--- config.mk ---
export PLATFORM = sky130hd
export DESIGN_NAME = memory_fill_engine_flat
export DESIGN_NICKNAME = d
export VERILOG_FILES = /design/src/rtl/memory_fill_pkg.sv /design/src/rtl/memory_fill_engine_if.sv /design/src/rtl/fill_compare_pipe.sv /design/src/rtl/memory_fill_engine.sv /design/src/flat_wrapper.sv
export SDC_FILE = /design/constraint.sdc
export NUM_CORES = 1
export LEC_CHECK = 0
export CAP_MARGIN = 20
export CORE_AREA = 2 2 216 165
export CTS_CLUSTER_DIAMETER = 150
export DETAILED_ROUTE_END_ITERATION = 8
export DIE_AREA = 0 0 218 167
export DONT_BUFFER_PORTS = 1
export PLACE_DENSITY = 0.51
export SYNTH_ARGS = -nofsm -noshare
export SYNTH_HDL_FRONTEND = slang
export SYNTH_SLANG_ARGS = --single-unit
--- constraint.sdc ---
create_clock -name clk -period 11 [get_ports clk]
set_input_delay 2.2 -clock clk [delete_from_list [all_inputs] [get_ports clk]]
set_output_delay 2.2 -clock clk [all_outputs]
set_load 0.005 [all_outputs]
--- src/rtl/memory_fill_pkg.sv ---
`default_nettype none
// +--------------------------------------------------------------------+
// | memory_fill_pkg : engine states and fill pattern modes.  Rev 1.0   |
// +--------------------------------------------------------------------+
package memory_fill_pkg;

  typedef enum logic [1:0] {
    IDLE  = 2'd0,
    RUN   = 2'd1,
    DRAIN = 2'd2,
    DONE  = 2'd3
  } fill_state_t;

  localparam logic [1:0] MODE_CONST    = 2'd0;
  localparam logic [1:0] MODE_ADDR_XOR = 2'd1;
  localparam logic [1:0] MODE_INCR     = 2'd2;

endpackage
`default_nettype wire

--- src/rtl/memory_fill_engine_if.sv ---
`default_nettype none
// +--------------------------------------------------------------------+
// | memory_fill_engine_if : single-port memory bus.  Rev 1.0           |
// +--------------------------------------------------------------------+
interface memory_fill_engine_if #(
  parameter int ADDR_WIDTH = 18,
  parameter int DATA_WIDTH = 32
);
  logic                  wren;
  logic [ADDR_WIDTH-1:0] address;
  logic [DATA_WIDTH-1:0] data_write;
  logic [DATA_WIDTH-1:0] data_read;

  modport master (output wren, address, data_write, input data_read);
  modport slave  (input wren, address, data_write, output data_read);
endinterface
`default_nettype wire

--- src/rtl/fill_compare_pipe.sv ---
`default_nettype none
// +--------------------------------------------------------------------+
// | fill_compare_pipe : expected data/address delay line.  Rev 1.0     |
// +--------------------------------------------------------------------+
module fill_compare_pipe
  import memory_fill_pkg::*;
#(
  parameter int READ_LATENCY = 2,
  parameter int ADDR_WIDTH   = 18,
  parameter int DATA_WIDTH   = 32
) (
  input  wire logic                  clk,
  input  wire logic                  reset,
  input  wire logic                  flush,
  input  wire logic                  in_valid,
  input  wire logic [ADDR_WIDTH-1:0] in_addr,
  input  wire logic [DATA_WIDTH-1:0] in_data,
  output logic                       out_valid,
  output logic [ADDR_WIDTH-1:0]      out_addr,
  output logic [DATA_WIDTH-1:0]      out_data,
  output logic                       pending
);

  logic [READ_LATENCY-1:0] r_valid;
  logic [ADDR_WIDTH-1:0]   r_addr [READ_LATENCY];
  logic [DATA_WIDTH-1:0]   r_data [READ_LATENCY];
  logic [READ_LATENCY-1:0] w_early;

  always_ff @(posedge clk or posedge reset) begin
    if (reset) begin
      r_valid <= '0;
      for (int i = 0; i < READ_LATENCY; i++) begin
        r_addr[i] <= '0;
        r_data[i] <= '0;
      end
    end else begin
      r_valid[0] <= in_valid & ~flush;
      r_addr[0]  <= in_addr;
      r_data[0]  <= in_data;
      for (int i = 1; i < READ_LATENCY; i++) begin
        r_valid[i] <= r_valid[i-1] & ~flush;
        r_addr[i]  <= r_addr[i-1];
        r_data[i]  <= r_data[i-1];
      end
    end
  end

  // Entries still in flight after the one being compared this cycle.
  always_comb begin
    w_early                 = r_valid;
    w_early[READ_LATENCY-1] = 1'b0;
  end

  assign pending   = |w_early;
  assign out_valid = r_valid[READ_LATENCY-1];
  assign out_addr  = r_addr[READ_LATENCY-1];
  assign out_data  = r_data[READ_LATENCY-1];

endmodule
`default_nettype wire

--- src/rtl/memory_fill_engine.sv ---
`default_nettype none
// +--------------------------------------------------------------------+
// | memory_fill_engine : pattern fill / read-back verify.  Rev 1.0     |
// +--------------------------------------------------------------------+
module memory_fill_engine
  import memory_fill_pkg::*;
#(
  parameter int ADDR_WIDTH   = 18,
  parameter int DATA_WIDTH   = 32,
  parameter int READ_LATENCY = 2
) (
  input  wire logic                  clk,
  input  wire logic                  reset,
  input  wire logic                  enable,
  input  wire logic                  pause,
  input  wire logic                  verify,
  input  wire logic [1:0]            mode,
  input  wire logic [DATA_WIDTH-1:0] pattern,
  input  wire logic [ADDR_WIDTH-1:0] start_address,
  input  wire logic [ADDR_WIDTH-1:0] end_address,
  memory_fill_engine_if.master       mem,
  output logic                       done,
  output logic                       error,
  output logic [15:0]                error_count,
  output logic [ADDR_WIDTH-1:0]      first_error_address
);

  fill_state_t           r_state, w_state_nxt;
  logic [ADDR_WIDTH-1:0] r_start, r_end, r_cur, r_address, r_first_err;
  logic [ADDR_WIDTH-1:0] w_index;
  logic [1:0]            r_mode;
  logic                  r_verify;
  logic [DATA_WIDTH-1:0] r_pattern, r_data_write, w_expected;
  logic                  r_wren, r_done, r_error;
  logic [15:0]           r_err_cnt;
  logic                  w_issue, w_pending, w_cmp_valid, w_miss;
  logic [ADDR_WIDTH-1:0] w_cmp_addr;
  logic [DATA_WIDTH-1:0] w_cmp_data;

  always_ff @(posedge clk or posedge reset) begin
    if (reset) r_state <= IDLE;
    else       r_state <= w_state_nxt;
  end

  always_comb begin
    w_state_nxt = r_state;
    w_issue     = 1'b0;
    if (!enable) begin
      w_state_nxt = IDLE;
    end else begin
      case (r_state)
        IDLE:  w_state_nxt = RUN;
        RUN: begin
          if (r_end < r_start) begin
            w_state_nxt = DONE;
          end else if (!pause) begin
            w_issue = 1'b1;
            // The end address is detected before incrementing, so all-ones never wraps.
            if (r_cur == r_end) w_state_nxt = r_verify ? DRAIN : DONE;
          end
        end
        DRAIN: if (!w_pending) w_state_nxt = DONE;
        DONE:  w_state_nxt = DONE;
        default: w_state_nxt = IDLE;
      endcase
    end
  end

  always_comb begin
    w_index = r_cur - r_start;
    case (r_mode)
      MODE_ADDR_XOR: w_expected = r_pattern ^ DATA_WIDTH'(r_cur);
      MODE_INCR:     w_expected = r_pattern + DATA_WIDTH'(w_index);
      default:       w_expected = r_pattern;
    endcase
  end

  fill_compare_pipe #(
    .READ_LATENCY (READ_LATENCY),
    .ADDR_WIDTH   (ADDR_WIDTH),
    .DATA_WIDTH   (DATA_WIDTH)
  ) u_pipe (
    .clk       (clk),
    .reset     (reset),
    .flush     (~enable),
    .in_valid  (w_issue & r_verify),
    .in_addr   (r_cur),
    .in_data   (w_expected),
    .out_valid (w_cmp_valid),
    .out_addr  (w_cmp_addr),
    .out_data  (w_cmp_data),
    .pending   (w_pending)
  );

  assign w_miss = w_cmp_valid && (w_cmp_data != mem.data_read);

  always_ff @(posedge clk or posedge reset) begin
    if (reset) begin
      r_start      <= '0;
      r_end        <= '0;
      r_cur        <= '0;
      r_mode       <= MODE_CONST;
      r_verify     <= 1'b0;
      r_pattern    <= '0;
      r_wren       <= 1'b0;
      r_address    <= '0;
      r_data_write <= '0;
      r_done       <= 1'b0;
      r_error      <= 1'b0;
      r_err_cnt    <= '0;
      r_first_err  <= '0;
    end else if (!enable) begin
      r_wren       <= 1'b0;
      r_address    <= '0;
      r_data_write <= '0;
      r_done       <= 1'b0;
      r_error      <= 1'b0;
      r_err_cnt    <= '0;
      r_first_err  <= '0;
    end else begin
      if (r_state == IDLE) begin
        r_start   <= start_address;
        r_end     <= end_address;
        r_cur     <= start_address;
        r_mode    <= mode;
        r_verify  <= verify;
        r_pattern <= pattern;
      end
      r_wren <= w_issue & ~r_verify;
      if (w_issue) begin
        r_address    <= r_cur;
        r_data_write <= r_verify ? '0 : w_expected;
        r_cur        <= r_cur + ADDR_WIDTH'(1);
      end
      r_done <= (w_state_nxt == DONE);
      if (w_miss) begin
        r_error <= 1'b1;
        if (r_err_cnt != 16'hFFFF) r_err_cnt <= r_err_cnt + 16'd1;
        if (!r_error) r_first_err <= w_cmp_addr;
      end
    end
  end

  assign mem.wren            = r_wren;
  assign mem.address         = r_address;
  assign mem.data_write      = r_data_write;
  assign done                = r_done;
  assign error               = r_error;
  assign error_count         = r_err_cnt;
  assign first_error_address = r_first_err;

endmodule
`default_nettype wire

--- src/flat_wrapper.sv ---
// flat-port wrapper written by rule: the top's interface ports become plain ports
module memory_fill_engine_flat import memory_fill_pkg::*;
#(
  parameter int ADDR_WIDTH   = 18,
  parameter int DATA_WIDTH   = 32,
  parameter int READ_LATENCY = 2
)
  (clk, reset, enable, pause, verify, mode, pattern, start_address, end_address, done, error, error_count, first_error_address, mem_wren, mem_address, mem_data_write, mem_data_read);
  memory_fill_engine_if #(.ADDR_WIDTH(ADDR_WIDTH), .DATA_WIDTH(DATA_WIDTH)) mem_i ();
  input  wire logic clk;
  input  wire logic reset;
  input  wire logic enable;
  input  wire logic pause;
  input  wire logic verify;
  input  wire logic [1:0] mode;
  input  wire logic [DATA_WIDTH-1:0] pattern;
  input  wire logic [ADDR_WIDTH-1:0] start_address;
  input  wire logic [ADDR_WIDTH-1:0] end_address;
  output logic done;
  output logic error;
  output logic [15:0] error_count;
  output logic [ADDR_WIDTH-1:0] first_error_address;
  output wire logic [$bits(mem_i.wren)-1:0] mem_wren;
  output wire logic [$bits(mem_i.address)-1:0] mem_address;
  output wire logic [$bits(mem_i.data_write)-1:0] mem_data_write;
  input wire logic [$bits(mem_i.data_read)-1:0] mem_data_read;
  assign mem_wren = mem_i.wren;
  assign mem_address = mem_i.address;
  assign mem_data_write = mem_i.data_write;
  assign mem_i.data_read = mem_data_read;
  memory_fill_engine #(.ADDR_WIDTH(ADDR_WIDTH), .DATA_WIDTH(DATA_WIDTH), .READ_LATENCY(READ_LATENCY)) u_core (.clk(clk), .reset(reset), .enable(enable), .pause(pause), .verify(verify), .mode(mode), .pattern(pattern), .start_address(start_address), .end_address(end_address), .mem(mem_i), .done(done), .error(error), .error_count(error_count), .first_error_address(first_error_address));
endmodule
==> flow_summary.json <==
{
  "status": "complete, no violations",
  "drt_wl_total_mm": 39.22,
  "p_per_area_nw_per_um2": 302.1,
  "min_path_cells": 0,
  "crit-reg2reg-launch": "u_core.r_cur[0]$_DFFE_PP0P_",
  "antenna_left": 0,
  "hp-start": "u_core.u_pipe.r_addr[21]$_DFF_PP0_",
  "synthArstFlopShare": 1.000,
  "crit_required_ps": 11460,
  "fin_util": 0.4376,
  "critPathKind": "register to register",
  "ys_types": 74,
  "dp_slack_ps": 6015,
  "numPortBuffers": 0,
  "antenna_found_initial": 0,
  "crit_arrival_ps": 5410,
  "fp-row-count": 59,
  "r2r_cells": 19,
  "synth_area_um2": 13600,
  "clk_pin_slew_ps": 70,
  "grt_max_degree": 103,
  "cts.path.max_buffers": 3,
  "ir_worst_vdd_v": 0.0001342,
  "yosys.cell_count.top_type": "dfrtp_1",
  "die_w_um": 218,
  "track_usage": 0.2174,
  "period_share": 0.4505,
  "ys_seq_elements": 280,
  "synth_edf_count": 0,
  "dpl.cell_count": 1764,
  "crit_path_end_kind": "register",
  "cts_root_buf": "clkbuf_16",
  "period_minus_slack_ps": 4955,
  "critPathTopFamily": "compound AO/OA/AOI/OAI gates",
  "cp_cell_sequence": "inv_1 -> ha_1 -> fa_1 -> nor2b_1 -> o21ai_0 -> a21boi_0 -> o21ai_0 -> a21oi_1 -> a21o_1 -> a21oi_1 -> xnor2_1 -> ha_1 -> nand2_1 -> a211o_1 -> a31o_1 -> o21ai_2 -> and3_1 -> o22ai_1 -> a221o_1",
  "syn-num-nets": 1530,
  "fin_ws_ps": 6045,
  "coreArea_um2": 34250,
  "vias": 9808,
  "cts_tree": "built",
  "r2r-end": "u_core.mem.data_write[24]$_DFFE_PP0P_",
  "critical_path.max_stage_delay_ps": 460,
  "synth_top_area_cell": "dfrtp_1",
  "seq_area_frac_synth": 0.5153,
  "crit_fanout": 11,
  "dpl_cell_area_um2": 13990,
  "postCtsSetupRepairBufs": 0,
  "wl_per_cell_um": 21.57,
  "overflow": 0,
  "io_pins": 194,
  "cp.buffers_inverters": 1,
  "grt_pass1_vias": 9721,
  "cts_buffers": 29,
  "area_growth_pct": 10.25,
  "cts_hold_buffers": 0,
  "start_util": 0.3970,
  "synth_commonest_cells": "dfrtp_1 (280), nand2_1 (229), nor2_1 (91)",
  "whs_endpoint": "u_core.u_pipe.out_addr[3]$_DFF_PP0_",
  "r2r_slack_ps": 6040,
  "fin_area_um2": 14990,
  "cts-htree-levels": 1,
  "max_freq_mhz": 201.8,
  "stdcell_count": 1818,
  "drive_gt1_frac": 0.06250,
  "critical_path.slowest_cell": "dfrtp_1",
  "power_mw": 4.529,
  "final-setup-viol-count": 0,
  "drv_cap": 0,
  "grt_pass1_wl_mm": 60.51,
  "clk_latency_ps": 570,
  "routed_via_density": 5.395,
  "clock_skew_ps": 11.50,
  "synthTopCellsByArea": "dfrtp_1 (52%), nand2_1 (6.3%), ha_1 (5.2%)",
  "rsz0062_at_grt": "no",
  "ys.flop_type": "dfrtp_1",
  "fin_tns_setup_ps": 0,
  "hold_viol": 0,
  "netlist_instances": 1364,
  "drc": 0,
  "yosysWarningCount": 0,
  "gp_congestion": 0.8849,
  "syn_area_per_cell_um2": 9.968,
  "layout.nets": 1504,
  "crit_path_start_kind": "register",
  "max_slew_margin": 0.2901,
  "leakage_nw": 7.067,
  "hold_slack_ps": 346.5,
  "die_area_um2": 36410,
  "final_max_slew_viol_count": 0,
  "drtPass1Iterations": 5,
  "tightest_slew_ps": 1054,
  "dr.first_iter.drc_count": 754,
  "hpwl_mm": 28.49,
  "postCtsResizedCells": 0,
  "synth_top_area_share": 0.5153,
  "clock-sinks": 280,
  "die_h_um": 167,
  "hp-class": "register to register"
}
[final cells by class]
type / count / area, um^2
clock buffer: 38 / 799.5
fill: 3305 / 19260
tap: 457 / 571.8
inverter: 50 / 195.2
sequential: 280 / 7007
clock inverter: 15 / 195.2
timing repair buffer: 14 / 105.1
multi-input combinational: 963 / 6115
antenna: 1 / 2.502
[power breakdown]
group / switching [mW] / total [mW] / internal (mW)
Clock: 0.428 / 1.03 / 0.606
Combinational: 1.15 / 1.91 / 0.758
Sequential: 0.279 / 1.59 / 1.31
Total: 1.86 / 4.53 / 2.67
[worst register-to-register path: stages, from the launching register on]
cell and delay (ps):
dfrtp_1 460, inv_1 130, ha_1 240, fa_1 430, nor2b_1 120, o21ai_0 110
a21boi_0 240, o21ai_0 180, a21oi_1 310, a21o_1 160, a21oi_1 70, xnor2_1 140
ha_1 420, nand2_1 120, a211o_1 300, a31o_1 270, o21ai_2 430, and3_1 310
o22ai_1 80, a221o_1 330
[how the worst max path moves through the flow]
stage / start / depth (start not counted) / end / slack [ps]
global placement: u_core.r_cur[0]$_DFFE_PP0P_ / 17 / u_core.mem.data_write[29]$_DFFE_PP0P_ / 6180
CTS: u_core.r_cur[0]$_DFFE_PP0P_ / 17 / u_core.mem.data_write[29]$_DFFE_PP0P_ / 5990
finish: u_core.r_cur[0]$_DFFE_PP0P_ / 19 / u_core.mem.data_write[24]$_DFFE_PP0P_ / 6040
floorplan: reset / 1 / u_core.done$_DFF_PP0_ / 1080
detailed placement: u_core.r_cur[0]$_DFFE_PP0P_ / 17 / u_core.mem.data_write[29]$_DFFE_PP0P_ / 6010
global route: u_core.r_cur[0]$_DFFE_PP0P_ / 19 / u_core.u_pipe.r_data[63]$_DFF_PP0_ / 5600
[cells in the final DEF (no fill, tap or decap), types with 6 or more instances in the layout]
master	count
a21o_1	18
a21oi_1	53
a221o_1	10
a22o_1	22
a31oi_1	16
and2_1	6
and3_1	21
buf_4	14
clkbuf_16	29
dfrtp_1	280
ha_1	57
inv_1	47
mux2i_1	41
nand2_1	229
nand2b_1	10
nand3_1	20
nand4_1	10
nor2_1	91
nor2b_1	21
nor3_1	14
nor3b_1	8
nor4_1	15
o211a_1	6
o211ai_1	9
o21a_1	8
o21ai_0	89
o22ai_1	10
o311ai_0	7
or3_1	10
xnor2_1	25
xor2_1	65
[routing by layer]
metal / part of all wire / wire length, um / vias to the layer above / track usage
met5: 0.0034 / 135 / - / 0.02667
met4: 0.021 / 816 / 2 / 0.04821
met3: 0.073 / 2852 / 57 / 0.05571
met2: 0.42 / 16330 / 270 / 0.3063
met1: 0.49 / 19090 / 4786 / 0.3301
li1: - / - / 4693 / -
[kinds of logic after synthesis]
group,count (synthesis),synth area share
flip-flops,280,0.5153
buffers and inverters,121,0.03626
multiplexers,41,0.03018
adder cells (fa/ha/maj),59,0.05540
XOR/XNOR,90,0.05797
AO/OA/AOI/OAI,301,0.1474
AND/OR/NAND/NOR,472,0.1575
[flip-flops by register name, summed over array words and instances (netlist names)]
signal and cells:
u_core.r_verify 1, u_core.done 1, u_core.r_pattern 32, u_core.mem.address 18, u_core.error_count 16, u_core.u_pipe.out_data 32
u_core.u_pipe.r_data 32, u_core.r_start 18, u_core.r_state 2, u_core.u_pipe.out_addr 18, u_core.r_cur 18, u_core.u_pipe.r_valid 2
u_core.first_error_address 18, u_core.r_mode 2, u_core.mem.data_write 32, u_core.r_end 18, u_core.u_pipe.r_addr 18, u_core.error 1
u_core.mem.wren 1
Note: power is estimated with default switching activity, not from simulation.
